<file path="config.mk">
export PLATFORM = sky130hd
export DESIGN_NAME = aes_kat_sequencer_flat
export DESIGN_NICKNAME = d
export VERILOG_FILES = /design/src/rtl/aes_kat_sequencer_if.sv /design/src/rtl/aes_kat_sequencer.sv /design/src/flat_wrapper.sv
export SDC_FILE = /design/constraint.sdc
export NUM_CORES = 1
export LEC_CHECK = 0
export ABC_CLOCK_PERIOD_IN_PS = 10100
export BUFFER_PORTS_ARGS = -buffer_cell sky130_fd_sc_hd__buf_4
export CORE_AREA = 2 2 204 206
export CTS_CLUSTER_DIAMETER = 30
export DETAILED_ROUTE_END_ITERATION = 6
export DIE_AREA = 0 0 206 208
export SLEW_MARGIN = 5
export SYNTH_ARGS = -nofsm -noshare
export SYNTH_HDL_FRONTEND = slang
export SYNTH_SLANG_ARGS = --single-unit
</file>
<file path="constraint.sdc">
create_clock -name clk -period 10.1 [get_ports clk]
set_clock_uncertainty 0.2 [all_clocks]
set_input_delay 0.505 -clock clk [delete_from_list [all_inputs] [get_ports clk]]
set_output_delay 0.505 -clock clk [all_outputs]
set_load 0.02 [all_outputs]
</file>
<file path="src/rtl/aes_kat_sequencer_if.sv">
// Handshake and data bus between the KAT sequencer and the shared iterative AES engine.
interface aes_kat_sequencer_if;
  logic         core_start;
  logic         core_decrypt;
  logic [1:0]   core_keylen;
  logic [255:0] core_key;
  logic [127:0] core_din;
  logic         core_done;
  logic [127:0] core_dout;

  modport master (
    output core_start, core_decrypt, core_keylen, core_key, core_din,
    input  core_done, core_dout
  );

  modport slave (
    input  core_start, core_decrypt, core_keylen, core_key, core_din,
    output core_done, core_dout
  );
endinterface

</file>
<file path="src/rtl/aes_kat_sequencer.sv">
// AES built-in self-test: runs the six FIPS-197 Appendix C vectors through one shared
// engine, compares each result and latches a pass flag per vector.
module aes_kat_sequencer #(
  parameter int unsigned TIMEOUT_CYCLES = 64
) (
  input  logic                       clk,
  input  logic                       rst,
  input  logic                       start,
  aes_kat_sequencer_if.master        core,
  output logic                       busy,
  output logic                       done,
  output logic [5:0]                 pass,
  output logic                       all_pass,
  output logic                       timeout_err
);

  localparam int unsigned CW = (TIMEOUT_CYCLES > 1) ? $clog2(TIMEOUT_CYCLES) : 1;
  localparam logic [CW-1:0] CNT_LAST = CW'(TIMEOUT_CYCLES - 1);

  localparam logic [127:0] K128 = 128'h000102030405060708090a0b0c0d0e0f;
  localparam logic [191:0] K192 = {K128, 64'h1011121314151617};
  localparam logic [255:0] K256 = {K192, 64'h18191a1b1c1d1e1f};
  localparam logic [127:0] PT   = 128'h00112233445566778899aabbccddeeff;
  localparam logic [127:0] C128 = 128'h69c4e0d86a7b0430d8cdb78070b4c55a;
  localparam logic [127:0] C192 = 128'hdda97ca4864cdfe06eaf70a0ec0d7191;
  localparam logic [127:0] C256 = 128'h8ea2b7ca516745bfeafc49904b496089;

  typedef enum logic [2:0] {
    IDLE,
    ISSUE,
    WAIT,
    CHECK,
    FINISH
  } state_t;

  state_t        state_q, state_d;
  logic [2:0]    idx_q;
  logic [CW-1:0] cnt_q;
  logic [127:0]  res_q;
  logic          to_q;
  logic          ran_q;

  logic          vec_dec;
  logic [1:0]    vec_kl;
  logic [255:0]  vec_key;
  logic [127:0]  vec_cipher;
  logic [127:0]  vec_din;
  logic [127:0]  vec_exp;

  // Indices 0-2 encrypt, 3-5 decrypt; key length cycles 128/192/256 within each half.
  always_comb begin
    vec_dec    = (idx_q >= 3'd3);
    vec_kl     = vec_dec ? 2'(idx_q - 3'd3) : idx_q[1:0];
    vec_key    = '0;
    vec_cipher = '0;
    case (vec_kl)
      2'b00: begin
        vec_key    = {K128, 128'h0};
        vec_cipher = C128;
      end
      2'b01: begin
        vec_key    = {K192, 64'h0};
        vec_cipher = C192;
      end
      default: begin
        vec_key    = K256;
        vec_cipher = C256;
      end
    endcase
    vec_din = vec_dec ? vec_cipher : PT;
    vec_exp = vec_dec ? PT : vec_cipher;
  end

  always_ff @(posedge clk or posedge rst) begin
    if (rst) state_q <= IDLE;
    else     state_q <= state_d;
  end

  always_comb begin
    state_d           = state_q;
    busy              = (state_q != IDLE);
    done              = 1'b0;
    core.core_start   = 1'b0;
    core.core_decrypt = 1'b0;
    core.core_keylen  = 2'b00;
    core.core_key     = '0;
    core.core_din     = '0;
    case (state_q)
      IDLE: begin
        if (start) state_d = ISSUE;
      end
      ISSUE: begin
        core.core_start   = 1'b1;
        core.core_decrypt = vec_dec;
        core.core_keylen  = vec_kl;
        core.core_key     = vec_key;
        core.core_din     = vec_din;
        state_d           = WAIT;
      end
      WAIT: begin
        core.core_decrypt = vec_dec;
        core.core_keylen  = vec_kl;
        core.core_key     = vec_key;
        core.core_din     = vec_din;
        if (core.core_done || (cnt_q == CNT_LAST)) state_d = CHECK;
      end
      CHECK: begin
        state_d = (idx_q == 3'd5) ? FINISH : ISSUE;
      end
      FINISH: begin
        done    = 1'b1;
        state_d = IDLE;
      end
      default: state_d = IDLE;
    endcase
  end

  // all_pass is valid from the done cycle until the next accepted start.
  assign all_pass = (ran_q || (state_q == FINISH)) && (&pass);

  always_ff @(posedge clk or posedge rst) begin
    if (rst) begin
      idx_q       <= '0;
      cnt_q       <= '0;
      res_q       <= '0;
      to_q        <= 1'b0;
      ran_q       <= 1'b0;
      pass        <= '0;
      timeout_err <= 1'b0;
    end else begin
      case (state_q)
        IDLE: begin
          if (start) begin
            idx_q       <= '0;
            pass        <= '0;
            timeout_err <= 1'b0;
            ran_q       <= 1'b0;
          end
        end
        ISSUE: begin
          cnt_q <= '0;
          to_q  <= 1'b0;
        end
        WAIT: begin
          cnt_q <= cnt_q + CW'(1);
          if (core.core_done) begin
            res_q <= core.core_dout;
          end else if (cnt_q == CNT_LAST) begin
            to_q        <= 1'b1;
            timeout_err <= 1'b1;
          end
        end
        CHECK: begin
          pass[idx_q] <= (res_q == vec_exp) && !to_q;
          if (idx_q != 3'd5) idx_q <= idx_q + 3'd1;
        end
        FINISH: begin
          ran_q <= 1'b1;
        end
        default: ;
      endcase
    end
  end

endmodule

</file>
<file path="src/flat_wrapper.sv">
// flat-port wrapper written by rule: the top's interface ports become plain ports
module aes_kat_sequencer_flat 
#(
  parameter int unsigned TIMEOUT_CYCLES = 64
)
  (clk, rst, start, busy, done, pass, all_pass, timeout_err, core_core_start, core_core_decrypt, core_core_keylen, core_core_key, core_core_din, core_core_done, core_core_dout);
  aes_kat_sequencer_if core_i ();
  input  logic clk;
  input  logic rst;
  input  logic start;
  output logic busy;
  output logic done;
  output logic [5:0] pass;
  output logic all_pass;
  output logic timeout_err;
  output wire logic [$bits(core_i.core_start)-1:0] core_core_start;
  output wire logic [$bits(core_i.core_decrypt)-1:0] core_core_decrypt;
  output wire logic [$bits(core_i.core_keylen)-1:0] core_core_keylen;
  output wire logic [$bits(core_i.core_key)-1:0] core_core_key;
  output wire logic [$bits(core_i.core_din)-1:0] core_core_din;
  input wire logic [$bits(core_i.core_done)-1:0] core_core_done;
  input wire logic [$bits(core_i.core_dout)-1:0] core_core_dout;
  assign core_core_start = core_i.core_start;
  assign core_core_decrypt = core_i.core_decrypt;
  assign core_core_keylen = core_i.core_keylen;
  assign core_core_key = core_i.core_key;
  assign core_core_din = core_i.core_din;
  assign core_i.core_done = core_core_done;
  assign core_i.core_dout = core_core_dout;
  aes_kat_sequencer #(.TIMEOUT_CYCLES(TIMEOUT_CYCLES)) u_core (.clk(clk), .rst(rst), .start(start), .core(core_i), .busy(busy), .done(done), .pass(pass), .all_pass(all_pass), .timeout_err(timeout_err));
endmodule
</file>
==> flow_metrics.tcl <==
set metrics [dict create \
    rsz0062_at_grt "no" \
    cts_buffers 17 \
    placement.io_buffers 348 \
    antenna_found_initial 1 \
    syn_area_per_cell_um2 10.2 \
    post-route-drc-count 0 \
    dieArea_um2 42800 \
    routed_wl_um 27300 \
    cts-hold-fix-buffers 0 \
    synth_top_area_share 0.380 \
    grt_usage 0.120 \
    synth.most_common_cell "buf_4" \
    hpwl_um 21900 \
    clockBufferDepth 2 \
    worstPathRequired_ps 9400 \
    cp_max_fo 29 \
    coreArea_um2 40600 \
    gp_routability_congestion 0.848 \
    cts_max_level 4 \
    io_pins 530 \
    hold_slack_ps -7.85 \
    cts_sinks 149 \
    met3_length_um 2510 \
    clkLatencyLatePin_ps 430 \
    area_growth_pct 17.1 \
    status "complete, but fails checks" \
    fin_crit_ps 4640 \
    wl_met1_um 10400 \
    fin_nets 1255 \
    worst_pin_slew_ps 1130 \
    wl_per_cell_um 16.4 \
    worstSetupPathType "register to output pin" \
    vias 6624 \
    hold_viol 4 \
    finalMaxSlewViolations 0 \
    peakVddDrop_uv 167 \
    grt_max_degree 79 \
    cts_setup_buffers 0 \
    synth_area_um2 9810 \
    ys_seq_elements 149 \
    layout-drive-gt1-share 0.467 \
    reg2reg_slack_ps 6350 \
    ant_nets 0 \
    end_kind "output pin" \
    max_freq_mhz 216 \
    cp_data_arrival_time_ps 3930 \
    via_per_inst 3.98 \
    grt_pass1_vias 6117 \
    setup_viol 0 \
    hp-class "input pin to asynchronous set/reset pin" \
    maxSlewHeadroom 0.240 \
    synth_edf_count 0 \
    p_leak_nw 5.47 \
    tns_ps 0 \
    yosysTopAreaCell "dfrtp_1" \
    initial_core_util 0.242 \
    highest_layer "met5" \
    cap_violations 0 \
    grt_overflow 0 \
    dpl-instance-area_um2 10900 \
    ctsResizeCount 0 \
    drtIter0Drc 260 \
    fin_crit_sh 0.459 \
    clkTransAtPathRegs_ps 70 \
    dr_wl_met2_um 14000 \
    reg2reg_from "u_core.idx_q[1]" \
    synthArstFlopShare 1.00 \
    ys_types 64 \
    nFillCells 4252 \
    finalInstanceArea_um2 11500 \
    num_rows 74 \
    drtPass1Iterations 6 \
    grt_pass1_wl_um 38400 \
    syn_inst 964 \
    die_x_um 206 \
    synth_common_cells "368 x buf_4, 149 x dfrtp_1, 124 x mux2_2" \
    violations "hold timing" \
    yosys_warnings 0 \
    die_h_um 208 \
    synth_area_leaders "dfrtp_1 38%, buf_4 28%, mux2_2 14%" \
    worstReg2RegEnd "u_core.pass[2]" \
    synth-seq-area-share 0.380 \
    cts_tree "built" \
    powerDensity_nw_per_um2 384 \
    worst_setup_path_start_kind "register" \
    synth_ff_type "dfrtp_1" \
    root_buffer "clkbuf_16" \
    worst_r2r_path_depth 8 \
]
-- layout make-up --
type	instances	area [µm²]	share of cell area
Multi-Input combinational cell	586	3840	0.334
Sequential cell	149	3730	0.325
Timing Repair Buffer	353	2650	0.231
Tap cell	532	666	0.0579
Clock buffer	18	429	0.0374
Clock inverter	14	125	0.0109
Inverter	12	50.0	0.00436
Antenna cell	1	2.50	0.000218
-- worst max path at each step --
stage / from / endpoint / slack, ps / cells after the start
5_1_grt: u_core.idx_q[1] / core_core_key[112] / 5140 / 6
3_5_place_dp: u_core.idx_q[1] / core_core_key[100] / 5890 / 6
2_1_floorplan: rst / u_core.cnt_q[0] / 5390 / 1
3_3_place_gp: u_core.idx_q[1] / core_core_key[80] / 6020 / 6
4_1_cts: u_core.idx_q[1] / core_core_key[100] / 5420 / 6
6_report: u_core.idx_q[1] / core_core_key[100] / 5460 / 6
-- cell families after synthesis --
family,count (synthesis),share of synthesized area
buf+inv,409,0.299
simple gates,194,0.117
flops,149,0.380
mux,124,0.142
compound gates,80,0.0532
fa+ha+maj,4,0.00510
xor+xnor,3,0.00268
other cells,1,0.000382
-- critical path: stages, from the launching register on --
cell      delay [ps]
dfrtp_1          930
clkinv_1         480
ha_1             550
nor2_1           190
a21oi_1          110
a21oi_2          910
buf_4            290
-- routing by layer --
metal	global-route usage	up-vias
met3	0.0392	22
met4	0.0320	2
li1	-	3081
met5	0	-
met2	0.211	295
met1	0.140	3224
-- sequential cells by signal, indices dropped and copies added, names as in the netlist --
signal	cells
u_core.pass	6
u_core.to_q	1
u_core.ran_q	1
u_core.res_q	128
u_core.cnt_q	6
u_core.timeout_err	1
u_core.state_q	3
u_core.idx_q	3
-- placed cells by master, fill, tap and decap left out, types with 5 or more instances in the layout --
cell type    n
nand4b_1     5
nand2_1     34
mux2_2     124
nand3b_1     7
clkinv_2     5
nand3_1     18
nor4_1      14
nand4_1     10
a21oi_1     16
conb_1     181
inv_6        5
clkbuf_16   17
inv_1        9
dfrtp_1    149
o21ai_0     15
nor3_1      14
buf_4      353
nor4bb_1     6
o21ai_1      6
nand2b_1    12
nor2_1      33
o22ai_1      5
-- power by group --
part / switching [mW] / internal, mW
clock network: 0.263 / 0.341
registers: 0.267 / 0.875
logic: 1.54 / 1.12
-- through the flow --
step / util / setup slack (ps) / instances / hold slack, ps / power [mW]
floorplan: - / 5390 / 1144 / 255 / 3.35
global placement: 0.270 / 6020 / 1632 / 283 / 3.81
detailed placement: 0.270 / 5890 / 1632 / 289 / 3.85
CTS: 0.283 / 5420 / 1664 / 17.3 / 4.47
global route: 0.283 / 5140 / 1664 / 39.7 / 4.69
finish: 0.283 / 5460 / 1665 / -7.85 / 4.41
No activity file was read; power rests on OpenSTA's default activity.
